File: src/rtl/fp_mul_link_host_if.sv
// Request/response handshake bundle between the system side and the FP_MUL link host.
// The master issues operand requests and consumes products; the host is the slave.
interface fp_mul_link_host_if;
    logic        req_valid;
    logic        req_ready;
    logic [63:0] op_a;
    logic [63:0] op_b;
    logic        rsp_valid;
    logic        rsp_ready;
    logic [63:0] rsp_data;
    logic        rsp_err;

    modport master (
        output req_valid, op_a, op_b, rsp_ready,
        input  req_ready, rsp_valid, rsp_data, rsp_err
    );

    modport slave (
        input  req_valid, op_a, op_b, rsp_ready,
        output req_ready, rsp_valid, rsp_data, rsp_err
    );
endinterface

File: src/rtl/fp_mul_link_host.sv
// Host end of the byte-serial FP_MUL chip link: serialises two doubles as a 16-byte
// ENABLE burst, collects the 8-byte READY burst and returns the product with an error flag.
module fp_mul_link_host #(
    parameter int TIMEOUT    = 255,
    parameter int GAP_CYCLES = 2
) (
    input  logic              CLK,
    input  logic              RESET,
    fp_mul_link_host_if.slave host,
    output logic              ENABLE,
    output logic [7:0]        LINK_DATA,
    input  logic              READY,
    input  logic [7:0]        LINK_IN,
    output logic [2:0]        dbg_state
);

    // TIMEOUT is assumed to be at least 1.
    localparam int GW = (GAP_CYCLES > 0) ? $clog2(GAP_CYCLES + 1) : 1;
    localparam int TW = $clog2(TIMEOUT + 1);
    localparam logic [GW-1:0] GAP_LOAD = GW'(GAP_CYCLES);
    localparam logic [TW-1:0] TO_LIMIT = TW'(TIMEOUT);

    typedef enum logic [2:0] {
        S_IDLE = 3'd0,
        S_SEND = 3'd1,
        S_WAIT = 3'd2,
        S_RECV = 3'd3,
        S_DONE = 3'd4
    } state_t;

    state_t         state_q, state_d;
    logic [GW-1:0]  gap_q, gap_d;
    logic [TW-1:0]  to_q, to_d;
    logic [3:0]     cnt_q, cnt_d;
    logic [127:0]   sreg_q, sreg_d;
    logic           req_ready_q, req_ready_d;
    logic           enable_q, enable_d;
    logic [7:0]     link_data_q, link_data_d;
    logic           rsp_valid_q, rsp_valid_d;
    logic [63:0]    rsp_data_q, rsp_data_d;
    logic           rsp_err_q, rsp_err_d;

    // Handshakes: a transfer happens on a rising CLK edge where valid and ready are both
    // high; valid and its payload hold until that edge, and ready may depend on nothing
    // but registered state.
    always_ff @(posedge CLK) begin
        if (RESET) begin
            state_q     <= S_IDLE;
            gap_q       <= GAP_LOAD;
            to_q        <= '0;
            cnt_q       <= '0;
            sreg_q      <= '0;
            req_ready_q <= 1'b0;
            enable_q    <= 1'b0;
            link_data_q <= 8'h00;
            rsp_valid_q <= 1'b0;
            rsp_data_q  <= 64'h0;
            rsp_err_q   <= 1'b0;
        end else begin
            state_q     <= state_d;
            gap_q       <= gap_d;
            to_q        <= to_d;
            cnt_q       <= cnt_d;
            sreg_q      <= sreg_d;
            req_ready_q <= req_ready_d;
            enable_q    <= enable_d;
            link_data_q <= link_data_d;
            rsp_valid_q <= rsp_valid_d;
            rsp_data_q  <= rsp_data_d;
            rsp_err_q   <= rsp_err_d;
        end
    end

    always_comb begin
        state_d     = state_q;
        gap_d       = gap_q;
        to_d        = to_q;
        cnt_d       = cnt_q;
        sreg_d      = sreg_q;
        req_ready_d = 1'b0;
        enable_d    = 1'b0;
        link_data_d = 8'h00;
        rsp_valid_d = rsp_valid_q;
        rsp_data_d  = rsp_data_q;
        rsp_err_d   = rsp_err_q;

        case (state_q)
            S_IDLE: begin
                if (host.req_valid && req_ready_q) begin
                    sreg_d      = {host.op_b, host.op_a};
                    cnt_d       = 4'd0;
                    enable_d    = 1'b1;
                    link_data_d = host.op_a[7:0];
                    state_d     = S_SEND;
                end else begin
                    if (gap_q != '0) begin
                        gap_d = gap_q - GW'(1);
                    end
                    req_ready_d = (gap_d == '0);
                end
            end

            // sreg_q[7:0] is the byte currently on LINK_DATA; the burst never pauses
            // because the chip's byte index advances on its own.
            S_SEND: begin
                if (cnt_q == 4'd15) begin
                    to_d    = '0;
                    state_d = S_WAIT;
                end else begin
                    cnt_d       = cnt_q + 4'd1;
                    sreg_d      = sreg_q >> 8;
                    enable_d    = 1'b1;
                    link_data_d = sreg_q[15:8];
                end
            end

            S_WAIT: begin
                to_d = to_q + TW'(1);
                if (READY) begin
                    sreg_d[63:0] = {LINK_IN, 56'h0};
                    cnt_d        = 4'd1;
                    state_d      = S_RECV;
                end else if (to_d == TO_LIMIT) begin
                    rsp_valid_d = 1'b1;
                    rsp_data_d  = 64'h0;
                    rsp_err_d   = 1'b1;
                    state_d     = S_DONE;
                end
            end

            // Result bytes shift in from the top so byte 0 lands in [7:0] after eight.
            S_RECV: begin
                if (READY) begin
                    sreg_d[63:0] = {LINK_IN, sreg_q[63:8]};
                    if (cnt_q == 4'd7) begin
                        rsp_valid_d = 1'b1;
                        rsp_data_d  = {LINK_IN, sreg_q[63:8]};
                        rsp_err_d   = 1'b0;
                        state_d     = S_DONE;
                    end else begin
                        cnt_d = cnt_q + 4'd1;
                    end
                end else begin
                    rsp_valid_d = 1'b1;
                    rsp_data_d  = 64'h0;
                    rsp_err_d   = 1'b1;
                    state_d     = S_DONE;
                end
            end

            S_DONE: begin
                if (rsp_valid_q && host.rsp_ready) begin
                    rsp_valid_d = 1'b0;
                    gap_d       = GAP_LOAD;
                    state_d     = S_IDLE;
                end
            end

            default: begin
                state_d = S_IDLE;
            end
        endcase
    end

    assign host.req_ready = req_ready_q;
    assign host.rsp_valid = rsp_valid_q;
    assign host.rsp_data  = rsp_data_q;
    assign host.rsp_err   = rsp_err_q;
    assign ENABLE         = enable_q;
    assign LINK_DATA      = link_data_q;
    assign dbg_state      = state_q;

endmodule

File: src/flat_wrapper.sv
// flat-port wrapper written by rule: the top's interface ports become plain ports
module fp_mul_link_host_flat 
#(
    parameter int TIMEOUT    = 255,
    parameter int GAP_CYCLES = 2
)
  (CLK, RESET, ENABLE, LINK_DATA, READY, LINK_IN, dbg_state, host_req_valid, host_op_a, host_op_b, host_rsp_ready, host_req_ready, host_rsp_valid, host_rsp_data, host_rsp_err);
  fp_mul_link_host_if host_i ();
  input  logic CLK;
  input  logic RESET;
  output logic ENABLE;
  output logic [7:0] LINK_DATA;
  input  logic READY;
  input  logic [7:0] LINK_IN;
  output logic [2:0] dbg_state;
  input wire logic [$bits(host_i.req_valid)-1:0] host_req_valid;
  input wire logic [$bits(host_i.op_a)-1:0] host_op_a;
  input wire logic [$bits(host_i.op_b)-1:0] host_op_b;
  input wire logic [$bits(host_i.rsp_ready)-1:0] host_rsp_ready;
  output wire logic [$bits(host_i.req_ready)-1:0] host_req_ready;
  output wire logic [$bits(host_i.rsp_valid)-1:0] host_rsp_valid;
  output wire logic [$bits(host_i.rsp_data)-1:0] host_rsp_data;
  output wire logic [$bits(host_i.rsp_err)-1:0] host_rsp_err;
  assign host_i.req_valid = host_req_valid;
  assign host_i.op_a = host_op_a;
  assign host_i.op_b = host_op_b;
  assign host_i.rsp_ready = host_rsp_ready;
  assign host_req_ready = host_i.req_ready;
  assign host_rsp_valid = host_i.rsp_valid;
  assign host_rsp_data = host_i.rsp_data;
  assign host_rsp_err = host_i.rsp_err;
  fp_mul_link_host #(.TIMEOUT(TIMEOUT), .GAP_CYCLES(GAP_CYCLES)) u_core (.CLK(CLK), .RESET(RESET), .host(host_i), .ENABLE(ENABLE), .LINK_DATA(LINK_DATA), .READY(READY), .LINK_IN(LINK_IN), .dbg_state(dbg_state));
endmodule
File: config.mk
export PLATFORM = sky130hd
export DESIGN_NAME = fp_mul_link_host_flat
export DESIGN_NICKNAME = d
export VERILOG_FILES = /design/src/rtl/fp_mul_link_host_if.sv /design/src/rtl/fp_mul_link_host.sv /design/src/flat_wrapper.sv
export SDC_FILE = /design/constraint.sdc
export NUM_CORES = 1
export LEC_CHECK = 0
export CAP_MARGIN = 10
export CORE_AREA = 3 3 144 146
export DETAILED_ROUTE_END_ITERATION = 7
export DIE_AREA = 0 0 147 149
export GPL_ROUTABILITY_DRIVEN = 1
export GPL_TIMING_DRIVEN = 0
export PLACE_DENSITY_LB_ADDON = 0.3
export SYNTH_ARGS = -nofsm -noshare
export SYNTH_HDL_FRONTEND = slang
export SYNTH_SLANG_ARGS = --single-unit
File: constraint.sdc
create_clock -name CLK -period 3.4 [get_ports CLK]
set_clock_uncertainty 0.2 [all_clocks]
set_input_delay 0.68 -clock CLK [delete_from_list [all_inputs] [get_ports CLK]]
set_output_delay 0.68 -clock CLK [all_outputs]
set_load 0.005 [all_outputs]
==> results by group <==
Placement
  • Post-place instance area: 12300 µm²
  • I/O Buffers: 218
  • Routability congestion estimate from global placement: 0.923
  • Inst Count DP: 1526
  • DP Worst Slack: -0.127 ns
  • Detail Placement HPWL: 23600 µm

Logic synthesis
  • Top-count cell post-synth: dfxtp_1
  • Most frequent cells after synthesis: 213 x dfxtp_1, 143 x nor2_1, 128 x a22oi_1
  • Mapped Area: 9750 µm²
  • Net Count, Synth: 1187
  • Area contributors post-synth: dfxtp_1 44%, a22oi_1 9.9%, a211oi_1 6.7%
  • Yosys top cell area share: 43.7%
  • Synth Warn #: 0
  • Main synth FF type: dfxtp_1
  • Flops & latches, synth: 213
  • Post-synth ARST share: 0%
  • Sequential-to-total area share from yosys stat: 43.7%
  • Syn_area_per_cell: 9.35 µm²
  • Synth unique cells: 50
  • Post-synth EDFFs: 0
  • Area leader, netlist: dfxtp_1
  • Post-Syn Instances: 1043

Pwr
  • Maximum vdd drop: 0.000332 V
  • Lkg Pwr: 4.28 nW
  • Post-layout power: 6.26 mW
  • Pwr dens: 481 nW/µm²

GRT
  • Initial antenna violation count: 2
  • Number of global-route vias before repair: 9013
  • Maximum number of pins on one net before global-route repair: 14
  • GRT overflow: 0
  • Global-route wire length before repair: 48900 µm
  • GRT Util Overall: 27.7%

Clock tree
  • Longest Clk Path Bufs: 3
  • # hold bufs at CTS: 0
  • CTS H-tree depth: 1
  • CTS sink count: 213
  • Post-CTS sizing: 0
  • Clk_lat worst skew: 0.52 ns
  • Reg clk slew, reported paths: 0.06 ns
  • CTS Root Cell: clkbuf_16
  • TritonCTS clock tree: built
  • Number of buffers created by CTS: 23
  • Setup Buffers After CTS: 0

Routing
  • Routed WL: 31700 µm
  • Routed vias/inst: 5.99
  • Pre-Repair DR Iteration Count: 5
  • Post-route DRC: 0
  • DRT antenna net count: 0
  • Avg WL per Cell: 20.3 µm
  • Vias post-DR: 9382
  • DRC violation total after the first TritonRoute iteration: 802

Setup path
  • Crit path launch type: input port
  • Critical path buffer and inverter count: 4
  • Peak per-stage delay on the critical path: 0.63 ns
  • Worst Setup End Kind: register
  • Delay-heaviest family, CP: buffers and inverters
  • CP Cell Sequence: clkdlybuf4s50_1 > inv_1 > o21ai_0 > clkbuf_1 > buf_2 > o211ai_2 > a21oi_1
  • Worst EP required: 3.64 ns
  • Critical path type: input port to register
  • Slowest CP cell: clkbuf_1
  • CP arrival: 3.31 ns
  • CP Max Fanout: 10

Timing
  • Min Tclk post-route: 3.07 ns
  • Highest clock rate: 326 MHz
  • Max Slew Vio Count: 0
  • Final setup fails: 0
  • Fin crit share: 90.3%
  • RSZ-0062 raised after global routing: false
  • Setup ws final: 0.331 ns
  • Slew @ Worst Pin: 1.00 ns
  • Slew headroom: 33.1%
  • Endpoints failing hold: 0

Run
  • Max Cap Viol: 0

Hold path
  • Hold Crit Class: register to register

Die
  • Core ar.: 19500 µm²
  • Die height: 149 µm
  • Row count: 51
  • Die X: 147 µm
  • Initial Util: 49.9%
  • Die Footprint: 21900 µm²
  • Io pins: 220

Finish
  • Share of cells above drive strength 1: 11.6%
  • Non-Filler Instances: 1566
  • Inserted Diodes: 0
  • Cell area after layout: 13000 µm²
  • Area grow syn2layout: 33.5%
  • Fillers: 1641
  • Nets@finish: 1430

Outcome
  • Outcome: complete, no violations
==> power by group <==
group	internal, mW	total, mW	switching [mW]
Clock	1.44	2.47	1.03
Combinational	0.455	0.958	0.503
Sequential	2.68	2.83	0.152
Total	4.57	6.26	1.68
==> routing by layer <==
metal  GRT usage (%)  share of wire (%)
met2            46.3                 47
met3            7.93                9.9
met5               0              0.085
met1            34.3                 39
met4            9.83                3.5
==> cell usage in the layout (no fill, tap or decap), drive strengths merged, types with 9 or more instances in the layout <==
| cell | synthesis | layout |
|---|---|---|
| clkbuf | 58 | 94 |
| nand2 | 30 | 30 |
| o21ai | 24 | 24 |
| o211ai | 64 | 64 |
| nor2b | 10 | 10 |
| clkdlybuf4s50 | 0 | 218 |
| a22oi | 128 | 128 |
| dfxtp | 213 | 213 |
| a211oi | 104 | 104 |
| buf | 55 | 55 |
| a21oi | 85 | 85 |
| nand3b | 9 | 9 |
| mux2i | 64 | 64 |
| nor2 | 143 | 143 |
==> sequential cells by signal (all words and copies together), names as in the netlist <==
register               flops
u_core.ENABLE              1
u_core.LINK_DATA           8
u_core.to_q                8
u_core.host.rsp_err        1
u_core.host.req_ready      1
u_core.cnt_q               4
u_core.host.rsp_valid      1
u_core.gap_q               2
u_core.dbg_state           3
u_core.host.rsp_data      64
u_core.sreg_q            120
==> stage by stage <==
step                hold WS [ns]  utilization [%]  setup TNS (ns)
finish                     0.250             66.6               0
global route               0.279             66.6               0
CTS                        0.254             66.6               0
detailed placement         0.242             62.8           -3.95
global placement           0.241             62.8           -2.34
floorplan                  0.217                -               0
==> kinds of logic (layout without fill, tap and decap cells) <==
family                   count (synthesis)  count (layout)  synth area share, %
AO/OA/AOI/OAI                          419             419                 32.9
AND/OR/NAND/NOR                        225             225                 10.2
flip-flops                             213             213                 43.7
buffers and inverters                  118             376                 6.07
multiplexers                            64              64                 6.57
adder cells (fa/ha/maj)                  3               3                0.385
XOR/XNOR                                 1               1               0.0899
==> final timing paths <==
path | depth (start not counted) | slack (ns) | endpoint | startpoint
max | 7 | 0.33 | u_core.host.rsp_data[37] | READY
min | 1 | 0.25 | u_core.host.req_ready | u_core.gap_q[1]
max reg2reg | 7 | 0.39 | u_core.host.rsp_data[37] | u_core.cnt_q[0]
min reg2reg | 1 | 0.25 | u_core.host.req_ready | u_core.gap_q[1]
==> final cells by class <==
class / count / area [µm²] / share of cell area, %
clock buffers: 36 / 714 / 5.49
flip-flops and latches: 213 / 4260 / 32.8
clock inverters: 4 / 35.0 / 0.269
repair buffers: 218 / 2180 / 16.8
multi-input cells: 712 / 4890 / 37.6
inverters: 5 / 18.8 / 0.144
plain buffers: 113 / 573 / 4.40
well taps: 265 / 332 / 2.55
==> worst register-to-register path, stage by stage (launching register included) <==
cell and delay (ns):
dfxtp_1 0.34, ha_1 0.24, and3b_1 0.22, o21ai_0 0.56
clkbuf_1 0.64, buf_2 0.43, o211ai_2 0.14, a21oi_1 0.17
(Power assumes the default switching activity.)
